**config.mk**
```make
export PLATFORM = sky130hd
export DESIGN_NAME = pipe_adder_flat
export DESIGN_NICKNAME = d
export VERILOG_FILES = /design/src/rtl/pipe_adder_pkg.sv /design/src/rtl/pipe_adder_if.sv /design/src/rtl/pipe_adder_seg.sv /design/src/rtl/pipe_adder.sv /design/src/flat_wrapper.sv
export SDC_FILE = /design/constraint.sdc
export NUM_CORES = 1
export LEC_CHECK = 0
export ABC_AREA = 1
export BUFFER_PORTS_ARGS = -buffer_cell sky130_fd_sc_hd__buf_2
export CORE_MARGIN = 5
export CORE_UTILIZATION = 56
export DETAILED_ROUTE_END_ITERATION = 10
export HOLD_SLACK_MARGIN = 0.08
export PLACE_DENSITY_LB_ADDON = 0.3
export SETUP_SLACK_MARGIN = 0.4
export SLEW_MARGIN = 20
export SYNTH_ARGS = -nofsm -noshare
export SYNTH_HDL_FRONTEND = slang
export SYNTH_HIERARCHICAL = 1
export SYNTH_SLANG_ARGS = --single-unit
```
**constraint.sdc**
```tcl
create_clock -name clock -period 2.25 [get_ports clock]
set_clock_uncertainty 0.15 [all_clocks]
set_input_delay 0.45 -clock clock [delete_from_list [all_inputs] [get_ports clock]]
set_output_delay 0.45 -clock clock [all_outputs]
set_load 0.05 [all_outputs]
```
**src/rtl/pipe_adder_pkg.sv**
```systemverilog
// Shared types and configuration limits for the pipelined add/subtract unit.
// Optional signed-overflow output is enabled by defining PIPE_ADDER_OVF_EN.
package pipe_adder_pkg;

  localparam int MAX_STAGES = 8;

  typedef enum logic {
    OP_ADD = 1'b0,
    OP_SUB = 1'b1
  } op_e;

  // Control word of one pipeline stage; the WIDTH-sized operand and
  // partial-sum vectors travel beside it because their size is a module parameter.
  typedef struct packed {
    logic valid;
    logic carry;
    op_e  op;
  } stage_t;

  function automatic logic stages_ok(input int width, input int stages);
    return (stages >= 1) && (stages <= MAX_STAGES) && ((width % stages) == 0);
  endfunction

endpackage

```
**src/rtl/pipe_adder_if.sv**
```systemverilog
// Operand/result handshake bundle for pipe_adder; ovf exists only with PIPE_ADDER_OVF_EN.
interface pipe_adder_if
  import pipe_adder_pkg::*;
#(
  parameter int WIDTH = 32
);
  logic             in_valid;
  logic             in_ready;
  logic [WIDTH-1:0] a;
  logic [WIDTH-1:0] b;
  logic             cin;
  op_e              op;
  logic             out_valid;
  logic             out_ready;
  logic [WIDTH-1:0] sum;
  logic             cout;
`ifdef PIPE_ADDER_OVF_EN
  logic             ovf;

  modport master (
    output in_valid, a, b, cin, op, out_ready,
    input  in_ready, out_valid, sum, cout, ovf
  );
  modport slave (
    input  in_valid, a, b, cin, op, out_ready,
    output in_ready, out_valid, sum, cout, ovf
  );
`else
  modport master (
    output in_valid, a, b, cin, op, out_ready,
    input  in_ready, out_valid, sum, cout
  );
  modport slave (
    input  in_valid, a, b, cin, op, out_ready,
    output in_ready, out_valid, sum, cout
  );
`endif
endinterface

```
**src/rtl/pipe_adder_seg.sv**
```systemverilog
// One carry segment of pipe_adder: adds segment IDX of the operands with the
// incoming carry and registers the result together with the forwarded operands.
module pipe_adder_seg
  import pipe_adder_pkg::*;
#(
  parameter int WIDTH = 32,
  parameter int SEG   = 16,
  parameter int IDX   = 0
) (
  input  logic             clock,
  input  logic             reset,
  input  logic             en,
  input  stage_t           d_ctl,
  input  logic [WIDTH-1:0] d_a,
  input  logic [WIDTH-1:0] d_b,
  input  logic [WIDTH-1:0] d_sum,
  output stage_t           q_ctl,
  output logic [WIDTH-1:0] q_a,
  output logic [WIDTH-1:0] q_b,
  output logic [WIDTH-1:0] q_sum
);

  logic [SEG:0]     seg_res;
  logic [WIDTH-1:0] sum_nxt;

  assign seg_res = {1'b0, d_a[IDX*SEG +: SEG]} + {1'b0, d_b[IDX*SEG +: SEG]}
                 + {{SEG{1'b0}}, d_ctl.carry};

  // Segments at and above IDX are still zero in d_sum, so OR-ing places this slice.
  assign sum_nxt = d_sum | (WIDTH'(seg_res[SEG-1:0]) << (IDX * SEG));

  always_ff @(posedge clock or negedge reset) begin
    if (!reset) begin
      q_ctl <= '0;
      q_a   <= '0;
      q_b   <= '0;
      q_sum <= '0;
    end else if (en) begin
      q_ctl.valid <= d_ctl.valid;
      q_ctl.carry <= seg_res[SEG];
      q_ctl.op    <= d_ctl.op;
      q_a         <= d_a;
      q_b         <= d_b;
      q_sum       <= sum_nxt;
    end
  end

endmodule

```
**src/rtl/pipe_adder.sv**
```systemverilog
// Pipelined add/subtract: STAGES carry segments, one register each, single global
// advance enable. Define PIPE_ADDER_OVF_EN to add the signed-overflow output.
module pipe_adder
  import pipe_adder_pkg::*;
#(
  parameter int WIDTH  = 32,
  parameter int STAGES = 2
) (
  input  logic         clock,
  input  logic         reset,
  pipe_adder_if.slave  bus
);

  localparam int SEG = WIDTH / ((STAGES > 0) ? STAGES : 1);

  if (!stages_ok(WIDTH, STAGES)) begin : g_bad_cfg
    $fatal(1, "pipe_adder: WIDTH=%0d must divide by STAGES=%0d, STAGES in 1..%0d",
           WIDTH, STAGES, MAX_STAGES);
  end

  // Index 0 is the combinational input side; index k+1 is the register of stage k.
  stage_t [STAGES:0]            ctl;
  logic   [STAGES:0][WIDTH-1:0] opa;
  logic   [STAGES:0][WIDTH-1:0] opb;
  logic   [STAGES:0][WIDTH-1:0] psum;
  logic                         adv;

  // Whole pipe moves or whole pipe holds; bubbles are kept.
  assign adv          = bus.out_ready | ~ctl[STAGES].valid;
  assign bus.in_ready = adv;

  // SUB is a + ~b + 1: invert b once here and seed the chain with 1.
  assign ctl[0].valid = bus.in_valid;
  assign ctl[0].carry = (bus.op == OP_SUB) ? 1'b1 : bus.cin;
  assign ctl[0].op    = bus.op;
  assign opa[0]       = bus.a;
  assign opb[0]       = (bus.op == OP_SUB) ? ~bus.b : bus.b;
  assign psum[0]      = '0;

  for (genvar k = 0; k < STAGES; k++) begin : g_stage
    pipe_adder_seg #(
      .WIDTH (WIDTH),
      .SEG   (SEG),
      .IDX   (k)
    ) u_seg (
      .clock (clock),
      .reset (reset),
      .en    (adv),
      .d_ctl (ctl[k]),
      .d_a   (opa[k]),
      .d_b   (opb[k]),
      .d_sum (psum[k]),
      .q_ctl (ctl[k+1]),
      .q_a   (opa[k+1]),
      .q_b   (opb[k+1]),
      .q_sum (psum[k+1])
    );
  end

  assign bus.out_valid = ctl[STAGES].valid;
  assign bus.sum       = psum[STAGES];
  assign bus.cout      = ctl[STAGES].carry;

`ifdef PIPE_ADDER_OVF_EN
  // b is already inverted for SUB, so one rule covers both ops. Driven purely from
  // last-stage registers: it holds and resets exactly like sum.
  assign bus.ovf = (opa[STAGES][WIDTH-1] == opb[STAGES][WIDTH-1])
                 & (psum[STAGES][WIDTH-1] != opa[STAGES][WIDTH-1]);
`endif

  logic unused;
  assign unused = ^{opa[STAGES], opb[STAGES], ctl[STAGES].op};

endmodule
```
**src/flat_wrapper.sv**
```systemverilog
// flat-port wrapper written by rule: the top's interface ports become plain ports
module pipe_adder_flat import pipe_adder_pkg::*;
#(
  parameter int WIDTH  = 32,
  parameter int STAGES = 2
)
  (clock, reset, bus_in_valid, bus_a, bus_b, bus_cin, bus_op, bus_out_ready, bus_in_ready, bus_out_valid, bus_sum, bus_cout);
  pipe_adder_if #(.WIDTH(WIDTH)) bus_i ();
  input  logic clock;
  input  logic reset;
  input wire logic [$bits(bus_i.in_valid)-1:0] bus_in_valid;
  input wire logic [$bits(bus_i.a)-1:0] bus_a;
  input wire logic [$bits(bus_i.b)-1:0] bus_b;
  input wire logic [$bits(bus_i.cin)-1:0] bus_cin;
  input wire logic [$bits(bus_i.op)-1:0] bus_op;
  input wire logic [$bits(bus_i.out_ready)-1:0] bus_out_ready;
  output wire logic [$bits(bus_i.in_ready)-1:0] bus_in_ready;
  output wire logic [$bits(bus_i.out_valid)-1:0] bus_out_valid;
  output wire logic [$bits(bus_i.sum)-1:0] bus_sum;
  output wire logic [$bits(bus_i.cout)-1:0] bus_cout;
  assign bus_i.in_valid = bus_in_valid;
  assign bus_i.a = bus_a;
  assign bus_i.b = bus_b;
  assign bus_i.cin = bus_cin;
  assign bus_i.op = bus_op;
  assign bus_i.out_ready = bus_out_ready;
  assign bus_in_ready = bus_i.in_ready;
  assign bus_out_valid = bus_i.out_valid;
  assign bus_sum = bus_i.sum;
  assign bus_cout = bus_i.cout;
  pipe_adder #(.WIDTH(WIDTH), .STAGES(STAGES)) u_core (.clock(clock), .reset(reset), .bus(bus_i));
endmodule
```
==> flow_summary_export.csv <==
group,metric,value,unit
timing,timing_max_transition_violations_final,0,
timing,worst_slew_margin_relative_to_its_limit,65.4,%
pwr,combPwrFrac,47.0,%
critical_path,crit_type,"input port to register",
grt,number_of_antenna_violations_at_the_first_check_in_global_routing,0,
placed_design,post-dp-hpwl,11600,µm
timing,final-setup-viol-count,0,
critical_path,slowest_stage,"sky130_fd_sc_hd__fa_2",
cells_and_area,finish.net_count,1235,
floorplanning,io_pins,105,
clock_network,h-tree-depth,3,
cells_and_area,diodes,0,
critical_path,timing.critical_path.required,2.34,ns
pwr,power_per_cell_area,877,mW/mm²
timing,rsz0062_at_grt,"yes",
route,remaining_drc_errors,0,
pwr,worst_ir_drop_vdd,966,µV
route,routed_wl,18300,µm
timing,max_clock_freq,0.467,GHz
timing,hold_viol_final,0,
cells_and_area,mostFrequentLayoutCell,"sky130_fd_sc_hd__nand2_1",
hold_path,min-delay-path-class,"input port to register",
grt,grt_start_max_net_pins,70,
floorplanning,floorplan.rows,39,
grt,grt_pass1_wl,27900,µm
hold_path,min_path_cells,3,
floorplanning,start_util,57.6,%
critical_path,critPathTopFamily,"simple AND/OR/NAND/NOR gates",
clock_network,cts_sinks,100,
placed_design,gp_routability_congestion,0.911,
route,detail_route.first_pass.iterations,5,
grt,via_count_of_the_first_global_routing_pass,5898,
timing,worst_slew_pin_slew,0.520,ns
flow_run,max_cap_violations,0,
floorplanning,chipWidth,119,µm
critical_path,largest_fanout_on_the_critical_path,4,
timing,setup_ws,0.110,ns
cells_and_area,fin_area,0.00881,mm²
clock_network,clk-insertion-delay-late,0.35,ns
pwr,power_frac_seq,32.4,%
hold_path,min-delay-start,"bus_a[26]",
timing,final.period_utilization,95.1,%
route,routed-via-count,6467,
clock_network,clk_transition_reported_paths,0.07,ns
critical_path,worstPathBufferInverterCount,2,
critical_path,startpoint_type,"input port",
synthesis,synth-warning-count,6,
placed_design,port_buffers,104,
route,routed_wire_length_per_instance,14.3,µm
clock_network,cts.path.max_buffers,2,
clock_network,cts_buffers,9,
placed_design,pre_cts_ws,-0.298,ns
floorplanning,core-area,0.0115,mm²
cells_and_area,area.growth.synth_to_final,33.3,%
clock_network,clockRootBuffer,"sky130_fd_sc_hd__clkbuf_16",
critical_path,worst_case_reg_to_reg_path_depth,6,
floorplanning,design.die.area,0.0141,mm²
critical_path,worst_r2r_startpoint,"u_core/g_stage[0].u_seg/q_ctl[1]",
critical_path,worstPathArrival,2.23,ns
timing,setup-tns-final,0,ns
synthesis,synthesis.area,0.00660,mm²
critical_path,crit_start,"bus_op",
status,status,"complete, no violations",
clock_network,cts_tree,"yes",
cells_and_area,mostFrequentLayoutCells,"390 x sky130_fd_sc_hd__nand2_1, 129 x sky130_fd_sc_hd__inv_1, 100 x sky130_fd_sc_hd__buf_2",
route,drt-vias-per-instance,5.06,
pwr,pwr-share-clk,20.6,%
route,antenna_left,0,
critical_path,cp_slowest_stage_delay,0.40,ns
placed_design,placement.cell_area,0.00764,mm²
pwr,cellInternalPower,0.00433,W
grt,globalRoute.totalOverflow,0,
critical_path,worst_setup_path_end_kind,"register",
critical_path,series_of_cell_instances_along_the_critical_path,"buf_8, or2_4, fa_2, fa_2, nand2_2, nand2_2, and2_4, nand3_2, nand3_2, nand2_2, nand3_2, nand2_1, inv_1",
cells_and_area,fin_cells,1279,
pwr,power.leakage,4.93,nW
cells_and_area,ratio_of_cells_with_drive_above_1_in_the_final_layout,32.0,%
pwr,switching_power,0.00340,W
synthesis,post_synth_inst_count,977,
critical_path,critical_path_cell_count,13,
pwr,p_sw_share,44.0,%
placed_design,placed_cells,1247,
synthesis,syn_avg_cell_area,6.76,µm²
timing,layout_min_cycle_time,2.14,ns
floorplanning,floorplan.die.height,119,µm
route,drtIter0Drc,475,
grt,grt_usage,23.6,%
## sequential cells by signal, indices dropped and copies added, names as in the netlist
register                    count
u_core/g_stage.u_seg/q_sum     64
u_core/g_stage.u_seg/q_ctl      4
u_core/g_stage.u_seg/q_a       16
u_core/g_stage.u_seg/q_b       16
## path summary, 6_finish.rpt
kind,to,slack [ns]
worst max register to register,u_core/g_stage[1].u_seg/q_sum[18],0.14
max in group asynchronous,u_core/g_stage[0].u_seg/q_sum[4],0.79
worst min register to register,u_core/g_stage[1].u_seg/q_sum[14],0.32
min in group asynchronous,u_core/g_stage[0].u_seg/q_b[28],0.48
worst max-delay path,u_core/g_stage[0].u_seg/q_sum[12],0.11
worst min-delay path,u_core/g_stage[0].u_seg/q_a[26],0.15
## per-stage QoR
stage / util [%] / hold WS [ns] / total power (W)
floorplan: - / 0.00441 / 0.00481
finish: 76.8 / 0.154 / 0.00772
detailed placement: 66.7 / 0.303 / 0.00566
global placement: 66.7 / 0.298 / 0.00561
CTS: 73.3 / 0.149 / 0.00742
global route: 76.8 / 0.160 / 0.00817
## area by class of cell
| cell class | count | area (µm²) |
|---|---|---|
| clock buffers | 10 | 239 |
| clock inverters | 6 | 68.8 |
| fillers | 741 | 2660 |
| inverters | 142 | 552 |
| multi-input cells | 725 | 4180 |
| flip-flops and latches | 100 | 2500 |
| well taps | 143 | 179 |
| repair buffers | 153 | 1080 |
## worst reg2reg max path, cell delays in order, from the launching register on
cell and delay [ns]:
sky130_fd_sc_hd__dfrtp_1 0.41, sky130_fd_sc_hd__fa_2 0.41, sky130_fd_sc_hd__fa_2 0.36, sky130_fd_sc_hd__buf_4 0.14
sky130_fd_sc_hd__buf_4 0.13, sky130_fd_sc_hd__xnor2_1 0.27, sky130_fd_sc_hd__a21oi_1 0.11
## power by group through the flow
stage               Combinational, W  Sequential [W]  Clock [W]
finish                       0.00363         0.00251    0.00159
global route                 0.00394         0.00255    0.00168
CTS                          0.00334         0.00247    0.00160
detailed placement           0.00316         0.00250          0
global placement             0.00311         0.00250          0
floorplan                    0.00162         0.00319          0
## what timing repair did
item                                   CTS  global route
gates resized for setup                 83            76
endpoints found under the hold margin   38             0
gates cloned                             2             1
hold buffers                             1             0
setup endpoints to repair               26            32
buffers inserted                         7             5
pin swaps                               46            51
## routing by layer
metal	vias up	part of all wire, %	GRT usage (%)
li1	3185	-	-
met1	2988	43	33.1
met2	244	48	38.0
met3	50	6.4	3.44
met4	0	2.8	7.16
met5	-	0	0
Power figures use the tool's default switching activity.
